--- src/rtl/bit_scan_unit_if.sv ---
// Request/response bundle for bit_scan_unit.
// The master side is the issuing pipeline and the slave side is the scan unit.
interface bit_scan_unit_if #(
  parameter int unsigned XLEN = 32
);
  localparam int unsigned RES_W = $clog2(XLEN + 1);

  logic             req_valid_in;
  logic             req_ready_out;
  logic [1:0]       req_op_in;
  logic [XLEN-1:0]  req_opnd_in;
  logic             kill_in;
  logic             rsp_valid_out;
  logic             rsp_ready_in;
  logic [RES_W-1:0] rsp_result_out;

  modport master (
    output req_valid_in, req_op_in, req_opnd_in, kill_in, rsp_ready_in,
    input  req_ready_out, rsp_valid_out, rsp_result_out
  );

  modport slave (
    input  req_valid_in, req_op_in, req_opnd_in, kill_in, rsp_ready_in,
    output req_ready_out, rsp_valid_out, rsp_result_out
  );
endinterface

--- src/rtl/bit_scan_unit.sv ---
// Multi-cycle bit-scan unit: SIZE / CLZ / CTZ / CPOP on an XLEN operand,
// STEP_BITS bits per cycle, LSB first.
// Optional feature macro: BSU_EARLY_EXIT_EN (finish the scan as soon as the
// remaining unscanned bits are all zero).
module bit_scan_unit #(
  parameter int unsigned XLEN      = 32,
  parameter int unsigned STEP_BITS = 4
) (
  input logic            clk_in,
  input logic            reset_in,
  bit_scan_unit_if.slave bus
);
  localparam int unsigned RES_W   = $clog2(XLEN + 1);
  localparam int unsigned N_STEPS = XLEN / STEP_BITS;

  localparam logic [1:0] S_IDLE = 2'd0;
  localparam logic [1:0] S_SCAN = 2'd1;
  localparam logic [1:0] S_DONE = 2'd2;

  localparam logic [1:0] OP_SIZE = 2'b00;
  localparam logic [1:0] OP_CLZ  = 2'b01;
  localparam logic [1:0] OP_CTZ  = 2'b10;

  if ((XLEN % STEP_BITS) != 0) begin : g_bad_step
    $error("bit_scan_unit: XLEN must be a multiple of STEP_BITS");
  end

  logic [1:0]       r_state;
  logic [1:0]       w_state_nxt;
  logic [XLEN-1:0]  r_shift;
  logic [XLEN-1:0]  w_shift_nxt;
  logic [1:0]       r_op;
  logic [RES_W-1:0] r_idx;
  logic [RES_W-1:0] r_cnt;
  logic [RES_W-1:0] r_pop;
  logic [RES_W-1:0] r_last;
  logic [RES_W-1:0] r_first;
  logic             r_first_vld;
  logic [RES_W-1:0] w_pop;
  logic [RES_W-1:0] w_last;
  logic [RES_W-1:0] w_first;
  logic             w_first_vld;
  logic [RES_W-1:0] w_result;
  logic [RES_W-1:0] r_result;
  logic             r_req_ready;
  logic             r_rsp_valid;
  logic             w_accept;
  logic             w_scan_end;

  assign w_accept    = (r_state == S_IDLE) && bus.req_valid_in && !bus.kill_in;
  assign w_shift_nxt = r_shift >> STEP_BITS;

`ifdef BSU_EARLY_EXIT_EN
  // Nothing left to find once the unscanned remainder is zero.
  assign w_scan_end = (r_cnt == RES_W'(N_STEPS - 1)) || (w_shift_nxt == '0);
`else
  assign w_scan_end = (r_cnt == RES_W'(N_STEPS - 1));
`endif

  // State register.
  always_ff @(posedge clk_in or posedge reset_in) begin
    if (reset_in) begin
      r_state <= S_IDLE;
    end else begin
      r_state <= w_state_nxt;
    end
  end

  // Next-state logic; kill beats every other transition.
  always_comb begin
    w_state_nxt = r_state;
    if (bus.kill_in) begin
      w_state_nxt = S_IDLE;
    end else begin
      case (r_state)
        S_IDLE:  if (w_accept) w_state_nxt = S_SCAN;
        S_SCAN:  if (w_scan_end) w_state_nxt = S_DONE;
        S_DONE:  if (bus.rsp_ready_in) w_state_nxt = S_IDLE;
        default: w_state_nxt = S_IDLE;
      endcase
    end
  end

  // Fold the low STEP_BITS of the shift register into the running statistics.
  always_comb begin
    w_pop       = r_pop;
    w_last      = r_last;
    w_first     = r_first;
    w_first_vld = r_first_vld;
    for (int unsigned j = 0; j < STEP_BITS; j++) begin
      if (r_shift[j]) begin
        w_pop  = w_pop + RES_W'(1);
        w_last = r_idx + RES_W'(j + 1);
        if (!w_first_vld) begin
          w_first     = r_idx + RES_W'(j);
          w_first_vld = 1'b1;
        end
      end
    end
  end

  // Select the final answer from the statistics including the current step.
  always_comb begin
    w_result = w_pop;
    case (r_op)
      OP_SIZE: w_result = (w_last == '0) ? RES_W'(1) : w_last;
      OP_CLZ:  w_result = RES_W'(XLEN) - w_last;
      OP_CTZ:  w_result = w_first_vld ? w_first : RES_W'(XLEN);
      default: w_result = w_pop;
    endcase
  end

  // Datapath: load on accept, accumulate during SCAN, capture result on the last step.
  always_ff @(posedge clk_in or posedge reset_in) begin
    if (reset_in) begin
      r_shift     <= '0;
      r_op        <= '0;
      r_idx       <= '0;
      r_cnt       <= '0;
      r_pop       <= '0;
      r_last      <= '0;
      r_first     <= '0;
      r_first_vld <= 1'b0;
      r_result    <= '0;
    end else if (w_accept) begin
      r_shift     <= bus.req_opnd_in;
      r_op        <= bus.req_op_in;
      r_idx       <= '0;
      r_cnt       <= '0;
      r_pop       <= '0;
      r_last      <= '0;
      r_first     <= '0;
      r_first_vld <= 1'b0;
    end else if (r_state == S_SCAN) begin
      r_shift     <= w_shift_nxt;
      r_idx       <= r_idx + RES_W'(STEP_BITS);
      r_cnt       <= r_cnt + RES_W'(1);
      r_pop       <= w_pop;
      r_last      <= w_last;
      r_first     <= w_first;
      r_first_vld <= w_first_vld;
      if (w_scan_end && !bus.kill_in) begin
        r_result <= w_result;
      end
    end
  end

  // Handshake flags registered from the next state.
  always_ff @(posedge clk_in or posedge reset_in) begin
    if (reset_in) begin
      r_req_ready <= 1'b1;
      r_rsp_valid <= 1'b0;
    end else begin
      r_req_ready <= (w_state_nxt == S_IDLE);
      r_rsp_valid <= (w_state_nxt == S_DONE);
    end
  end

  assign bus.req_ready_out  = r_req_ready;
  assign bus.rsp_valid_out  = r_rsp_valid;
  assign bus.rsp_result_out = r_result;

endmodule

--- src/flat_wrapper.sv ---
// flat-port wrapper written by rule: the top's interface ports become plain ports
module bit_scan_unit_flat 
#(
  parameter int unsigned XLEN      = 32,
  parameter int unsigned STEP_BITS = 4
)
  (clk_in, reset_in, bus_req_valid_in, bus_req_op_in, bus_req_opnd_in, bus_kill_in, bus_rsp_ready_in, bus_req_ready_out, bus_rsp_valid_out, bus_rsp_result_out);
  bit_scan_unit_if #(.XLEN(XLEN)) bus_i ();
  input logic clk_in;
  input logic reset_in;
  input wire logic [$bits(bus_i.req_valid_in)-1:0] bus_req_valid_in;
  input wire logic [$bits(bus_i.req_op_in)-1:0] bus_req_op_in;
  input wire logic [$bits(bus_i.req_opnd_in)-1:0] bus_req_opnd_in;
  input wire logic [$bits(bus_i.kill_in)-1:0] bus_kill_in;
  input wire logic [$bits(bus_i.rsp_ready_in)-1:0] bus_rsp_ready_in;
  output wire logic [$bits(bus_i.req_ready_out)-1:0] bus_req_ready_out;
  output wire logic [$bits(bus_i.rsp_valid_out)-1:0] bus_rsp_valid_out;
  output wire logic [$bits(bus_i.rsp_result_out)-1:0] bus_rsp_result_out;
  assign bus_i.req_valid_in = bus_req_valid_in;
  assign bus_i.req_op_in = bus_req_op_in;
  assign bus_i.req_opnd_in = bus_req_opnd_in;
  assign bus_i.kill_in = bus_kill_in;
  assign bus_i.rsp_ready_in = bus_rsp_ready_in;
  assign bus_req_ready_out = bus_i.req_ready_out;
  assign bus_rsp_valid_out = bus_i.rsp_valid_out;
  assign bus_rsp_result_out = bus_i.rsp_result_out;
  bit_scan_unit #(.XLEN(XLEN), .STEP_BITS(STEP_BITS)) u_core (.clk_in(clk_in), .reset_in(reset_in), .bus(bus_i));
endmodule
--- config.mk ---
export PLATFORM = sky130hd
export DESIGN_NAME = bit_scan_unit_flat
export DESIGN_NICKNAME = d
export VERILOG_FILES = /design/src/rtl/bit_scan_unit_if.sv /design/src/rtl/bit_scan_unit.sv /design/src/flat_wrapper.sv
export SDC_FILE = /design/constraint.sdc
export NUM_CORES = 1
export LEC_CHECK = 0
export CORE_AREA = 8 8 112 114
export DETAILED_ROUTE_END_ITERATION = 7
export DIE_AREA = 0 0 120 122
export GPL_TIMING_DRIVEN = 0
export SETUP_SLACK_MARGIN = 0.4
export SLEW_MARGIN = 20
export SYNTH_ARGS = -nofsm -noshare
export SYNTH_HDL_FRONTEND = slang
export SYNTH_SLANG_ARGS = --single-unit
--- constraint.sdc ---
create_clock -name clk_in -period 10.41 [get_ports clk_in]
set_input_delay 1.041 -clock clk_in [delete_from_list [all_inputs] [get_ports clk_in]]
set_output_delay 1.041 -clock clk_in [all_outputs]
set_load 0.03 [all_outputs]
# == Yosys cells after proc, flatten, opt, wreduce, memory -nomap -nowiden ==
# Index checks and enable logic that the tools add are counted.
# W data, S select, Z words.
# word_totals
in_bits,39
word_cells,81
regBits,75
out_inout_bits,8
# classes
n_reduce_logical,10
eq_ne,6
bitwise_logic,1
n_addsub,10
mux,42
# ops
cell,count
$mux W6,28
$mux W32,2
$add A6 B1 Y6 const B,6
$pmux W6 S3,1
$add A6 B2 Y6 const B,2
$mux W2,4
$add A6 B3 Y6 const B,1
$eq A2 B2 Y1 const B,3
$eq A6 B3 Y1 const B,1
$logic_not A2 Y1,3
$logic_not A6 Y1,1
$mux W1,6
$pmux W2 S3,1
$sub A6 B6 Y6 const A,1
$eq A2 B1 Y1 const B,2
$logic_and A1 B1 Y1,3
$reduce_and A3 Y1,1
$reduce_bool A2 Y1,1
$logic_not A1 Y1,1
$not A1 Y1,1

# == Longest topological paths before layout ==
# depth
ltp_word,10
depth_mapped,16
ltp_nobuf,15

# == Worst setup path before layout ==
# OpenSTA, ideal clock, no wires.
# synth_path
kind,register to register
start,register u_core.r_pop[1]
end,register u_core.r_pop[5]
path_slack_ps,7151
setup_ps,125
required_time_ps,10285
synth_period_minus_slack_ps,3259
stages_incl_launch_ff,15
path_buffers,0
arrival_time_ps,3135
cell_sequence,dfrtp_1 > ha_1 > mux2_2 > ha_1 > mux2i_1 > inv_1 > ha_1 > and2b_2 > nand3_1 > mux2i_1 > o311ai_4 > a211oi_1 > o22ai_2 > xnor2_1 > o22ai_1
# synth_via
elab_chain_len,10
# synth_rtl
item,line_no,source
"start, declared",bit_scan_unit.sv:35,logic [RES_W-1:0] r_pop;
"start signal, assigned",bit_scan_unit.sv:138,r_pop <= w_pop;
$add A6 B1 Y6,bit_scan_unit.sv:92,w_pop = w_pop + RES_W'(1);
$mux W6 (*),bit_scan_unit.sv:91,if (r_shift[j]) begin
$add A6 B1 Y6,bit_scan_unit.sv:92,
$mux W6 (*),bit_scan_unit.sv:91,
$add A6 B1 Y6,bit_scan_unit.sv:92,
$mux W6 (*),bit_scan_unit.sv:91,
$add A6 B1 Y6,bit_scan_unit.sv:92,
$mux W6 (*),bit_scan_unit.sv:91,
$mux W6 (*),bit_scan_unit.sv:134,end else if (r_state == S_SCAN) begin
$mux W6 (*),bit_scan_unit.sv:125,end else if (w_accept) begin
# Mark *: on every way between the ends. The rest lies on a longest branch, timed or not. The select of a mux whose other input is x is not followed.
# A chain may end at the register's enable or synchronous reset.

# == Worst setup path after layout ==
# Same ends and word-level chain as after synthesis.

==> results.md <==
- Setup Buffers After CTS: 0
- Met3 Use GR: 0.03332
- Chip Height: 122 µm
- Vias: 3638
- Reg2reg setup slack: 6.72 ns
- CP Launch Point: u_core.r_pop[1]
- Run status: complete, no violations
- Grt ovf: 0
- Design area: 5116 µm²
- Number of flops mapped to enable cells by yosys: 0
- Final setup margin: 6.720 ns
- Final count of negative-setup-slack endpoints: 0
- CP Launch Type: flop
- Final Max Tran Viols: 0
- Syn_nets: 515
- Initial Util: 0.3993
- Number of global-route vias before repair: 3614
- Top-area cell type share of the netlist area: 0.4218
- Final wirelength: 11500 µm
- Largest net degree at the start of global routing: 51
- Post-synth cell types: 71
- Setup total negative slack: 0 ns
- P_int: 0.0006758 W
- Post-Syn Instances: 469
- Worst EP required: 10.64 ns
- Hold path startpoint: u_core.r_shift[9]
- Maximum fanout along the worst path: 7
- Met1 usage: 0.2111
- Fraction of registers with async set/reset: 1.000
- GR Layer Usage met2: 0.2543
- Hold Buf Count CTS: 0
- Iter 0 DRT Violations: 270
- Final Util: 0.4782
- Worst min path class: flop to flop
- Syn_area_per_cell: 9.108 µm²
- GPL Wtd Cong: 0.8784
- # Max-Cap Violations: 0
- CTS root buffer: clkbuf_8
- Synth area leader: dfrtp_1
- CP endpoint kind: flop
- Core Area: 10700 µm²
- Clock slew at reported path FFs: 0.09 ns
- Worst-Skew Late Latency: 0.35 ns
- Reg-to-reg startpoint: u_core.r_pop[1]
- Fmax: 271.0 MHz
- Wire per inst: 17.11 µm
- Largest cells by area after synthesis: dfrtp_1 42%, nand2_1 9.7%, a22oi_1 4.4%, o21ai_0 3.5%, mux2i_1 2.6%
- Residual DRC: 0
- Die X: 120 µm
- Final Critical Period: 3.690 ns
- All-layer global routing usage: 0.1593
- Placed Cells: 656
- Hold Path Depth: 2
- Worst-case clock buffer depth: 2
- Leak pwr: 2.210 nW
- Routed Antenna Nets: 0
- NumNets Final: 573
- Clock share of power: 0.169
- Layout cells sized above 1: 0.09962
- Syn-to-layout area delta: 19.77%
- Mapped Area: 4272 µm²
- Dpl ws: 6.760 ns
- CTS tree: built
- Initial antenna violation count: 0
- First-pass iteration count of the detailed router: 5
- Setup CP Type: flop to flop
- Final worst path period share: 0.3544
- R2r worst-path depth: 14
- Sw Share: 0.4250
- First-pass GRT wire length: 18750 µm
- Clock sink total: 73
- Post-CTS Resized: 0
- Slew Limit Headroom: 0.4093
- Fin Clk Skew: 0.01026 ns
- Power Density: 229.7 nW/µm²
- Die area: 14640 µm²
- Peak VDD IR: 0.00008602 V
- Reg-to-reg endpoint: u_core.r_pop[5]
- Post-synthesis sequential area ratio: 0.4279
- IO Port Bufs: 46
- YS warnings: 0
- Synth cell count leaders: 110 x nand2_1, 72 x dfrtp_1, 30 x o21ai_0
- Via density: 5.414
- GRT busiest layer: met2
- Post-DP HPWL: 8603 µm
- P_sw: 0.0004996 W
- #FFs+latches synth: 73
- Endpoints failing hold: 0
- Final cell count without fillers: 672
- WP data arrival: 3.92 ns
- Combinational Power Share: 0.476
- Synth Flop Type: dfrtp_1
- RSZ-0062 raised after global routing: no
- Worst-Margin Slew: 0.8792 ns
- H-Tree Depth: 3
- Worst Hold End: u_core.r_shift[9]
- Seq pwr share: 0.355
- TritonCTS buffer count: 9
- Ports: 47
- Placed Area: 4937 µm²
- Cell Rows: 38
- Top-count cell post-synth: nand2_1
- ANT cells: 0
-- worst max path at each step --
| stage | end | slack [ns] | depth (start not counted) |
|---|---|---|---|
| floorplan | u_core.r_pop[5] | 7.15 | 14 |
| global placement | u_core.r_pop[5] | 6.22 | 2 |
| detailed placement | u_core.bus.rsp_result_out[4] | 6.76 | 14 |
| CTS | u_core.bus.rsp_result_out[4] | 6.75 | 14 |
| global route | u_core.bus.rsp_result_out[4] | 6.43 | 14 |
| finish | u_core.r_pop[5] | 6.72 | 14 |
-- power by group through the flow --
stage | logic, W | clock network, W | registers (W)
final | 0.000560 | 0.000199 | 0.000417
after floorplan | 0.000396 | 0 | 0.000422
after global routing | 0.000613 | 0.000220 | 0.000426
after CTS | 0.000558 | 0.000206 | 0.000416
after global placement | 0.000544 | 0 | 0.000419
after detailed placement | 0.000554 | 0 | 0.000421
-- final cells by class --
cell class,count,area (µm²)
multi-input cells,355,2221
fillers,1056,5582
repair buffers,47,488.0
clock buffers,10,127.6
inverters,9,36.28
well taps,140,175.2
clock inverters,6,42.54
plain buffers,32,197.7
flip-flops and latches,73,1828
-- through the flow --
| stage | total power [W] | hold WS (ns) |
|---|---|---|
| 2_1_floorplan | 0.0008184 | 0.4452 |
| 3_3_place_gp | 0.0009629 | 0.4588 |
| 3_5_place_dp | 0.0009751 | 0.4641 |
| 4_1_cts | 0.001179 | 0.4855 |
| 5_1_grt | 0.001258 | 0.5037 |
| 6_report | 0.001175 | 0.4851 |
-- registers in the layout, summed over array words and instances (netlist names) --
signal,cells
u_core.r_shift,32
u_core.r_pop,6
u_core.r_op,2
u_core.bus.rsp_valid_out,1
u_core.bus.req_ready_out,1
u_core.r_idx,4
u_core.bus.rsp_result_out,6
u_core.r_cnt,6
u_core.r_state,2
u_core.r_first_vld,1
u_core.r_last,6
u_core.r_first,6
-- metal layers --
layer	routed length, µm	up-vias
met5	0	-
met2	5500	87
met1	5381	1766
li1	-	1777
met4	127	0
met3	488	8
-- critical path, cell delays in order (launching register included) --
cell	delay (ns)
dfrtp_1	0.47
ha_1	0.34
mux2_2	0.29
ha_1	0.34
mux2i_1	0.30
inv_1	0.08
ha_1	0.28
and2b_2	0.25
nand3_1	0.08
mux2i_1	0.26
o311ai_4	0.16
a211oi_1	0.27
o22ai_2	0.16
xnor2_1	0.20
o22ai_1	0.09
-- layout by cell type (no fill, tap or decap), types with 5 or more instances in the layout --
cell type	synthesis	routed
a21oi_1	12	12
a22oi_1	25	25
clkbuf_1	20	21
clkbuf_8	4	13
clkdlybuf4s50_1	0	46
dfrtp_1	72	72
ha_1	7	7
inv_1	8	7
mux2i_1	11	11
nand2_1	110	110
nand2b_1	5	5
nand3_1	10	10
nand4_1	6	6
nor2_1	28	28
o21ai_0	30	30
o22ai_1	14	14
o31ai_1	6	6
xnor2_1	12	12
xor2_1	9	9
-- logic make-up after synthesis --
| logic type | Yosys count | share of synthesized area |
|---|---|---|
| buffers and inverters | 41 | 0.05419 |
| adders and majority gates | 7 | 0.02050 |
| DFF | 73 | 0.4279 |
| muxes | 15 | 0.03632 |
| AOI/OAI and AO/OA | 118 | 0.1954 |
| xor gates and xnor gates | 25 | 0.06269 |
| and+or+nand+nor | 190 | 0.2030 |
No activity file was read; power rests on OpenSTA's default activity.
